==> src/rtl/alb_seq.sv <==
// Sequential ALB with optional one-bit-per-cycle left normaliser and stored carry.
// One operation at a time over valid/ready; flags describe the raw result.
module alb_seq #(
  parameter int WIDTH = 10,
  parameter int CNT_W = 4
) (
  input  logic             clk,
  input  logic             rst,
  input  logic             in_valid,
  output logic             in_ready,
  input  logic [WIDTH-1:0] r,
  input  logic [WIDTH-1:0] s,
  input  logic             ci,
  input  logic             use_carry,
  input  logic [1:0]       sel,
  input  logic             norm_en,
  output logic             out_valid,
  input  logic             out_ready,
  output logic [WIDTH-1:0] f,
  output logic [CNT_W-1:0] shift_cnt,
  output logic             co,
  output logic             vo,
  output logic             no,
  output logic             zo
);

  typedef enum logic [1:0] {IDLE, EXEC, NORM, DONE} state_t;

  state_t state_reg, state_next;

  logic [WIDTH-1:0] r_reg, s_reg, f_reg;
  logic [1:0]       sel_reg;
  logic             norm_reg, cin_reg, carry_q;
  logic [CNT_W-1:0] cnt_reg;
  logic             co_reg, vo_reg, no_reg, zo_reg;

  logic [WIDTH-1:0] op_b, raw_f, shl_f;
  logic [WIDTH:0]   sum;
  logic             raw_co, raw_vo;
  logic [CNT_W-1:0] shl_cnt;

  function automatic logic is_norm(input logic [WIDTH-1:0] v, input logic [CNT_W-1:0] c);
    return (v[WIDTH-1] != v[WIDTH-2]) || (v == '0) || (c == CNT_W'(WIDTH-1));
  endfunction

  // Subtract shares the adder: R + ~S + CI.
  always_comb begin
    op_b   = sel_reg[1] ? ~s_reg : s_reg;
    sum    = {1'b0, r_reg} + {1'b0, op_b} + (WIDTH+1)'(cin_reg);
    raw_f  = '0;
    raw_co = 1'b0;
    raw_vo = 1'b0;
    case (sel_reg)
      2'b00: raw_f = ~r_reg | s_reg;
      2'b10: raw_f = ~(r_reg ^ s_reg);
      default: begin
        raw_f  = sum[WIDTH-1:0];
        raw_co = sum[WIDTH];
        raw_vo = (r_reg[WIDTH-1] == op_b[WIDTH-1]) && (sum[WIDTH-1] != r_reg[WIDTH-1]);
      end
    endcase
  end

  assign shl_f   = {f_reg[WIDTH-2:0], 1'b0};
  assign shl_cnt = cnt_reg + CNT_W'(1);

  always_ff @(posedge clk) begin
    if (rst) state_reg <= IDLE;
    else     state_reg <= state_next;
  end

  always_comb begin
    state_next = state_reg;
    case (state_reg)
      IDLE: if (in_valid) state_next = EXEC;
      EXEC: state_next = (norm_reg && !is_norm(raw_f, '0)) ? NORM : DONE;
      NORM: if (is_norm(shl_f, shl_cnt)) state_next = DONE;
      DONE: if (out_ready) state_next = IDLE;
      default: state_next = IDLE;
    endcase
  end

  always_ff @(posedge clk) begin
    if (rst) begin
      r_reg    <= '0;
      s_reg    <= '0;
      sel_reg  <= '0;
      norm_reg <= 1'b0;
      cin_reg  <= 1'b0;
      carry_q  <= 1'b0;
      f_reg    <= '0;
      cnt_reg  <= '0;
      co_reg   <= 1'b0;
      vo_reg   <= 1'b0;
      no_reg   <= 1'b0;
      zo_reg   <= 1'b0;
    end else begin
      case (state_reg)
        IDLE: if (in_valid) begin
          r_reg    <= r;
          s_reg    <= s;
          sel_reg  <= sel;
          norm_reg <= norm_en;
          cin_reg  <= use_carry ? carry_q : ci;
        end
        EXEC: begin
          f_reg   <= raw_f;
          cnt_reg <= '0;
          co_reg  <= raw_co;
          vo_reg  <= raw_vo;
          no_reg  <= raw_f[WIDTH-1];
          zo_reg  <= (raw_f == '0);
          carry_q <= raw_co;
        end
        NORM: begin
          f_reg   <= shl_f;
          cnt_reg <= shl_cnt;
        end
        default: ;
      endcase
    end
  end

  // Reset forces the handshake pair to its idle values immediately.
  assign in_ready  = (state_reg == IDLE) || rst;
  assign out_valid = (state_reg == DONE) && !rst;
  assign f         = f_reg;
  assign shift_cnt = cnt_reg;
  assign co        = co_reg;
  assign vo        = vo_reg;
  assign no        = no_reg;
  assign zo        = zo_reg;

endmodule

==> config.mk <==
export PLATFORM = sky130hd
export DESIGN_NAME = alb_seq
export DESIGN_NICKNAME = d
export VERILOG_FILES = /design/src/rtl/alb_seq.sv
export SDC_FILE = /design/constraint.sdc
export NUM_CORES = 1
export LEC_CHECK = 0
export ABC_CLOCK_PERIOD_IN_PS = 5500
export BUFFER_PORTS_ARGS = -buffer_cell sky130_fd_sc_hd__buf_2
export CAP_MARGIN = 20
export CORE_MARGIN = 2
export CORE_UTILIZATION = 56
export CTS_BUF_LIST = sky130_fd_sc_hd__clkbuf_16
export CTS_CLUSTER_SIZE = 16
export DETAILED_ROUTE_END_ITERATION = 8
export PLACE_DENSITY_LB_ADDON = 0.08
export SLEW_MARGIN = 30
export SYNTH_ARGS = -nofsm -noshare
export SYNTH_HDL_FRONTEND = slang
export SYNTH_SLANG_ARGS = --single-unit
==> constraint.sdc <==
create_clock -name clk -period 5.5 [get_ports clk]
set_input_delay 1.1 -clock clk [delete_from_list [all_inputs] [get_ports clk]]
set_output_delay 1.1 -clock clk [all_outputs]
set_load 0.05 [all_outputs]
* Word-level counts from Yosys, hierarchy flattened
Cells that the tools add are included.
** Word-level totals
- Input port bits :: 29
- Logic and storage cells :: 61
- Output and inout bits :: 20
- Flip-flop bits (word level) :: 44
** Operators by class
- Muxes and demuxes :: 12
- Add/subtract/negate cells :: 3
- Bitwise gates (word level) :: 5
- Reduce and logical (&&, ||, !) cells :: 17
- Eq/ne operators :: 12
** Operator list (count)
- $pmux 10 s2 :: 2
- $not 10->10 :: 3
- $logic_not 10->1 :: 2
- $add 10x10->11 :: 1
- $add 11x1->11 :: 1
- $mux 10 :: 1
- $or 10x10->10 :: 1
- $xor 10x10->10 :: 1
- $pmux 2 s4 :: 1
- $pmux 4 s2 :: 1
- $eq 2x2->1 const B :: 3
- $mux 2 :: 3
- $ne 2x2->1 const B :: 3
- $add 4x1->4 const B :: 1
- $eq 4x4->1 const B :: 1
- $logic_not 2->1 :: 2
- $logic_or 1x1->1 :: 4
- $mux 1 :: 4
- $logic_and 1x1->1 :: 3
- $ne 1x1->1 :: 3
- $reduce_and 3->1 :: 1
- $eq 2x1->1 const B :: 1
- $logic_not 1->1 :: 2
- $reduce_and 2->1 :: 1
- 3 further kinds :: 3

* Depth between registers and ports, before layout
- Depth after elaboration :: 11
- Mapped depth :: 18
- Depth with buffers taken out :: 15

* Least setup slack after synthesis
Ideal clock, no wire load.
- Path type :: reg2reg
- From :: register sel_reg[1]
- To :: register state_reg[0]
- Path buffers :: 3
- Period minus slack after synthesis :: 4.111 ns
- Setup slack :: 1.389 ns
- Data arrival time :: 4.020 ns
- Data required time :: 5.409 ns
- Cell stages (with the launch flop) :: 17
- Library setup time :: 0.091 ns
- Cells stage by stage :: dfxtp_1 clkbuf_1 buf_2 buf_1 xor2_1 ha_1 nor2b_1 o31a_1 o41a_1 o41a_2 mux2i_1 or2_2 ha_1 nor4b_1 and3_1 nand3_1 a311oi_1
** Between the ends
- Longest elaborated chain between the ends :: 10
- Elaborated cells on any way between the ends :: 13
- Classes of those cells :: add/sub: 2; eq/ne: 2; mux: 4; reduce/logical: 5
** Ends and longest elaborated chain
- start: declaration :: RTL line 32 : logic [1:0] sel_reg;
- start signal: assignment :: RTL line 102 : sel_reg <= sel;
- $mux 10 :: RTL line 48 : op_b = sel_reg[1] ? ~s_reg : s_reg;
- $add 10x10->11 :: RTL line 49 : sum = {1'b0, r_reg} + {1'b0, op_b} + (WIDTH+1)'(cin_reg);
- $add 11x1->11 :: RTL line 49
- $pmux 10 s2 * :: RTL line 53 : case (sel_reg)
- $logic_not 10->1 or $ne 1x1->1 (tied branches) :: RTL line 43 : return (v[WIDTH-1] != v[WIDTH-2]) || (v == '0) || (c == CNT_W'(WIDTH-1));
- $logic_or 1x1->1 * :: RTL line 43
- $logic_not 1->1 * :: RTL line 76 : EXEC: state_next = (norm_reg && !is_norm(raw_f, '0)) ? NORM : DONE;
- $logic_and 1x1->1 * :: RTL line 76
- $mux 1 * :: RTL line 76
- $pmux 2 s4 * :: RTL line 74 : case (state_reg)
- end signal: assignment :: RTL line 69 : else state_reg <= state_next;
- end: declaration :: RTL line 29 : state_t state_reg, state_next;
Mark *: on every way between the ends. The rest lies on a longest branch, timed or not.
A chain may end at the register's enable or synchronous reset.

* Worst setup path after layout
Ends and elaborated chain as after synthesis.

==> impl_summary.md <==
Finish
The number of inserted filler cells in the final layout is 480. Relative to the synthesized area, the layout overhead comes to 13.7%. The fraction of layout cells with a size suffix above 1 is 0.160. Registers take slightly below 900 um2. In the layout the commonest cells are sky130_fd_sc_hd__nand2_1 (65), sky130_fd_sc_hd__buf_2 (48), sky130_fd_sc_hd__dfxtp_1 (44), sky130_fd_sc_hd__a21oi_1 (38), sky130_fd_sc_hd__ha_1 (26).

The final non-filler cell area is about 3300 um2. The total area of multi-input combinational cells is 1810 um2. The library cell used most frequently in the layout, excluding fill and tap cells, is sky130_fd_sc_hd__nand2_1. The final antenna diode count is 0.

At the end of the flow the core is filled with cells to 0.651. After the last flow step, the layout net total stands at about 460.

Place
The total of buffers placed on input and output ports is 48. The congestion estimate from routability-driven global placement came to approximately 0.87. Once detailed placement completed, the half-perimeter wirelength came to ~4500 um.

The placed standard-cell area is 3120 um2.

STA
The slew at the pin closest to its max-slew limit is 0.872 ns. The sum of negative setup slack is 0 ns. Static timing analysis puts the maximum clock frequency at between 200 and 300 MHz. In this run the tightest slew margin relative to its limit is 0.419.

Setup violations remaining at the end of the flow were counted as 0. The clock period minus final worst setup slack is 3.75 ns. The number of hold-slack violations in the final timing report was 0.

Setup repair after global routing left no endpoint under its margin. The clock skew is around 0.0060 ns. On the final layout, the worst hold slack is around 0.46 ns.

Of the available clock period, the critical path in the final layout requires 0.681. The max-slew violation count is 0.

Pwr
Across the VDD grid, the largest voltage drop is between 300 and 400 uV. In this run the power spent charging and discharging nets is just under 0.7 mW. The internal power of the cells totals 0.843 mW. The logic gate share of total power is 0.513. Of the total power, registers draw 0.302. The total power per unit cell area is between 400 and 500 nW/um2.

The completed layout was analyzed and its total power is ~1.5 mW. Of the total power, the clock network draws 0.185. The switching fraction of total power is 0.449. The leakage power summed over all cells is between 1 and 1.5 nW.

Clock tree
The tree is rooted in a sky130_fd_sc_hd__clkbuf_16. The number of sinks handled by clock tree synthesis is 44. At the later pin of the worst-skew pair, clock insertion delay measures around 0.28 ns. Clock-pin slew was measured on the worst setup and hold paths at roughly 0.06 ns.

Post-CTS repair changed the size of 0 cells. TritonCTS built the clock tree. TritonCTS created 5 clock buffers. The number of buffers inserted by post-CTS setup repair is 0. After clock tree synthesis, the flow added hold-fix buffers numbering 0. No sink is reached through more buffers than the 2 on the longest clock path. The number of H-tree levels is 2.

Synthesis
The mean instance size in the synthesized netlist is around 7.8 um2. The gate count after technology mapping is approximately 370. After synthesis, the netlist uses 51 different library cells. The Yosys warning count is 0. The net count after synthesis is 424. The number of synthesized flops with an enable pin is 0. The proportion of register bits with asynchronous set or reset after synthesis is 0. The proportion of synthesized chip area in sequential cells is 0.307. The register bit count reported by yosys is 44. For this run, the leading register cell type out of synthesis is sky130_fd_sc_hd__dfxtp_1. The summed instance area of the synthesized netlist is 2870 um2.

Setup path
STA classifies the critical path startpoint as a register. Of all nets on the critical path, the largest fanout is 27. The required time at the worst-slack endpoint is around 5.7 ns. The critical path data arrival time is roughly 3.9 ns. By startpoint and endpoint, the worst setup path is classified as reg2reg. The endpoint class of the critical path is a register.

Detailed routing
The number of vias after detailed routing is between 2000 and 3000. The average wire per standard cell is around 13 um. The detail route stage leaves a number of antenna-violating nets equal to 0.

The routed design has approximately 6000 um of wire. The via density per instance is between 5 and 6. The first routing iteration left around 170 violations. The detailed-router iteration count before antenna repair is 4.

In the routed design, unresolved DRC markers number 0.

Floorplanning
The die boundary height is 75.6 um. The die area is about 5700 um2. The die width is around 76 um. The placeable core region is approximately 5000 um2. The number of cell rows is 26. The starting density of the core is 0.573. The number of ports placed on the die boundary is just under 50.

Global route
The via count of the first global-routing pass is around 2300. Entering global routing, the biggest net connects 49 pins. The wire length of the first global-routing pass is approximately 10000 um.

The initial antenna violation count is 0. For this run the aggregate overflow at the end of global routing stands at 0. Across every metal layer, demand over resource in global routing totals 0.229.

Flow run
The tool flagged a number of max-cap violations equal to 0.

Worst hold path
The path type of the worst min-delay path is reg2reg.

Status
The flow ran to the end, and the final reports show no timing, DRC or antenna violations.
per-stage QoR:
step                      worst slack, ns  cells
final                                1.75    476
after global routing                 1.48    476
after CTS                            1.75    476
after detailed placement             1.73    468
after global placement               1.91    468
after floorplan                      1.39    367
layout make-up:
class / count / area share
Inverter: 26 / 0.0299
Clock inverter: 3 / 0.00422
Sequential cell: 44 / 0.270
Clock buffer: 5 / 0.0383
Tap cell: 70 / 0.0268
Timing Repair Buffer: 49 / 0.0759
Multi-Input combinational cell: 279 / 0.555
Yosys cell counts (2+ instances only):
library cell / instances / area, um2
sky130_fd_sc_hd__mux2_2: 2 / 22.5
sky130_fd_sc_hd__xnor2_1: 4 / 35.0
sky130_fd_sc_hd__a31oi_1: 4 / 25.0
sky130_fd_sc_hd__nand2_1: 65 / 244
sky130_fd_sc_hd__nor3_1: 3 / 15.0
sky130_fd_sc_hd__or3_1: 3 / 18.8
sky130_fd_sc_hd__clkbuf_1: 11 / 41.3
sky130_fd_sc_hd__nor4_1: 2 / 12.5
sky130_fd_sc_hd__fa_1: 2 / 40.0
sky130_fd_sc_hd__nor2_1: 24 / 90.1
sky130_fd_sc_hd__o41ai_1: 2 / 17.5
sky130_fd_sc_hd__nand2b_1: 8 / 50.1
sky130_fd_sc_hd__a21oi_1: 38 / 190
sky130_fd_sc_hd__mux2i_1: 16 / 160
sky130_fd_sc_hd__nor2b_1: 5 / 31.3
sky130_fd_sc_hd__or2_2: 4 / 25.0
sky130_fd_sc_hd__xor2_1: 9 / 78.8
sky130_fd_sc_hd__buf_2: 2 / 10.0
sky130_fd_sc_hd__and2_1: 2 / 12.5
sky130_fd_sc_hd__ha_1: 26 / 325
sky130_fd_sc_hd__buf_1: 4 / 15.0
sky130_fd_sc_hd__a311oi_1: 2 / 17.5
sky130_fd_sc_hd__dfxtp_1: 44 / 881
sky130_fd_sc_hd__inv_1: 25 / 93.8
sky130_fd_sc_hd__o21ai_0: 16 / 80.1
sky130_fd_sc_hd__nand3_1: 10 / 50.1
sky130_fd_sc_hd__o21a_1: 3 / 22.5
sky130_fd_sc_hd__a211oi_1: 8 / 60.1
worst max-delay path, cell delays in order, from the launching register on:
cell	delay (ns)
sky130_fd_sc_hd__dfxtp_1	0.31
sky130_fd_sc_hd__buf_4	0.30
sky130_fd_sc_hd__xnor2_1	0.18
sky130_fd_sc_hd__fa_1	0.21
sky130_fd_sc_hd__inv_1	0.05
sky130_fd_sc_hd__fa_1	0.41
sky130_fd_sc_hd__a211oi_1	0.30
sky130_fd_sc_hd__o21bai_1	0.16
sky130_fd_sc_hd__nand3_1	0.10
sky130_fd_sc_hd__a21boi_0	0.10
sky130_fd_sc_hd__or3_1	0.32
sky130_fd_sc_hd__a31oi_1	0.24
sky130_fd_sc_hd__ha_1	0.20
sky130_fd_sc_hd__nor4b_1	0.20
sky130_fd_sc_hd__and3_1	0.20
sky130_fd_sc_hd__nand3_1	0.10
sky130_fd_sc_hd__a311oi_1	0.27
power groups by stage:
stage               Sequential, mW  Clock (mW)  Combinational, mW
floorplan                    0.538           0              0.553
global placement             0.467           0              0.773
detailed placement           0.469           0              0.786
CTS                          0.462       0.289              0.790
global route                 0.474       0.308              0.891
finish                       0.462       0.283              0.785
worst paths after layout:
path | start | endpoint | slack (ns) | cells after the start
worst max-delay path | sel_reg[1] | state_reg[0] | 1.75 | 16
worst min-delay path | norm_reg | norm_reg | 0.46 | 2
worst max register to register | sel_reg[1] | state_reg[0] | 1.75 | 16
worst min register to register | norm_reg | norm_reg | 0.46 | 2
metal layers:
metal / track usage / up-vias / part of all wire
met5: 0 / - / 0
met2: 0.390 / 45 / 0.47
met4: 0.0409 / 0 / 0.0070
met3: 0.0437 / 4 / 0.038
li1: - / 1337 / -
met1: 0.306 / 1164 / 0.48
logic make-up after synthesis:
family	synth area share
simple gates	0.203
fa+ha+maj	0.127
mux	0.0637
flops	0.307
xor+xnor	0.0397
buf+inv	0.0619
compound gates	0.198
Note: power is estimated with default switching activity, not from simulation.
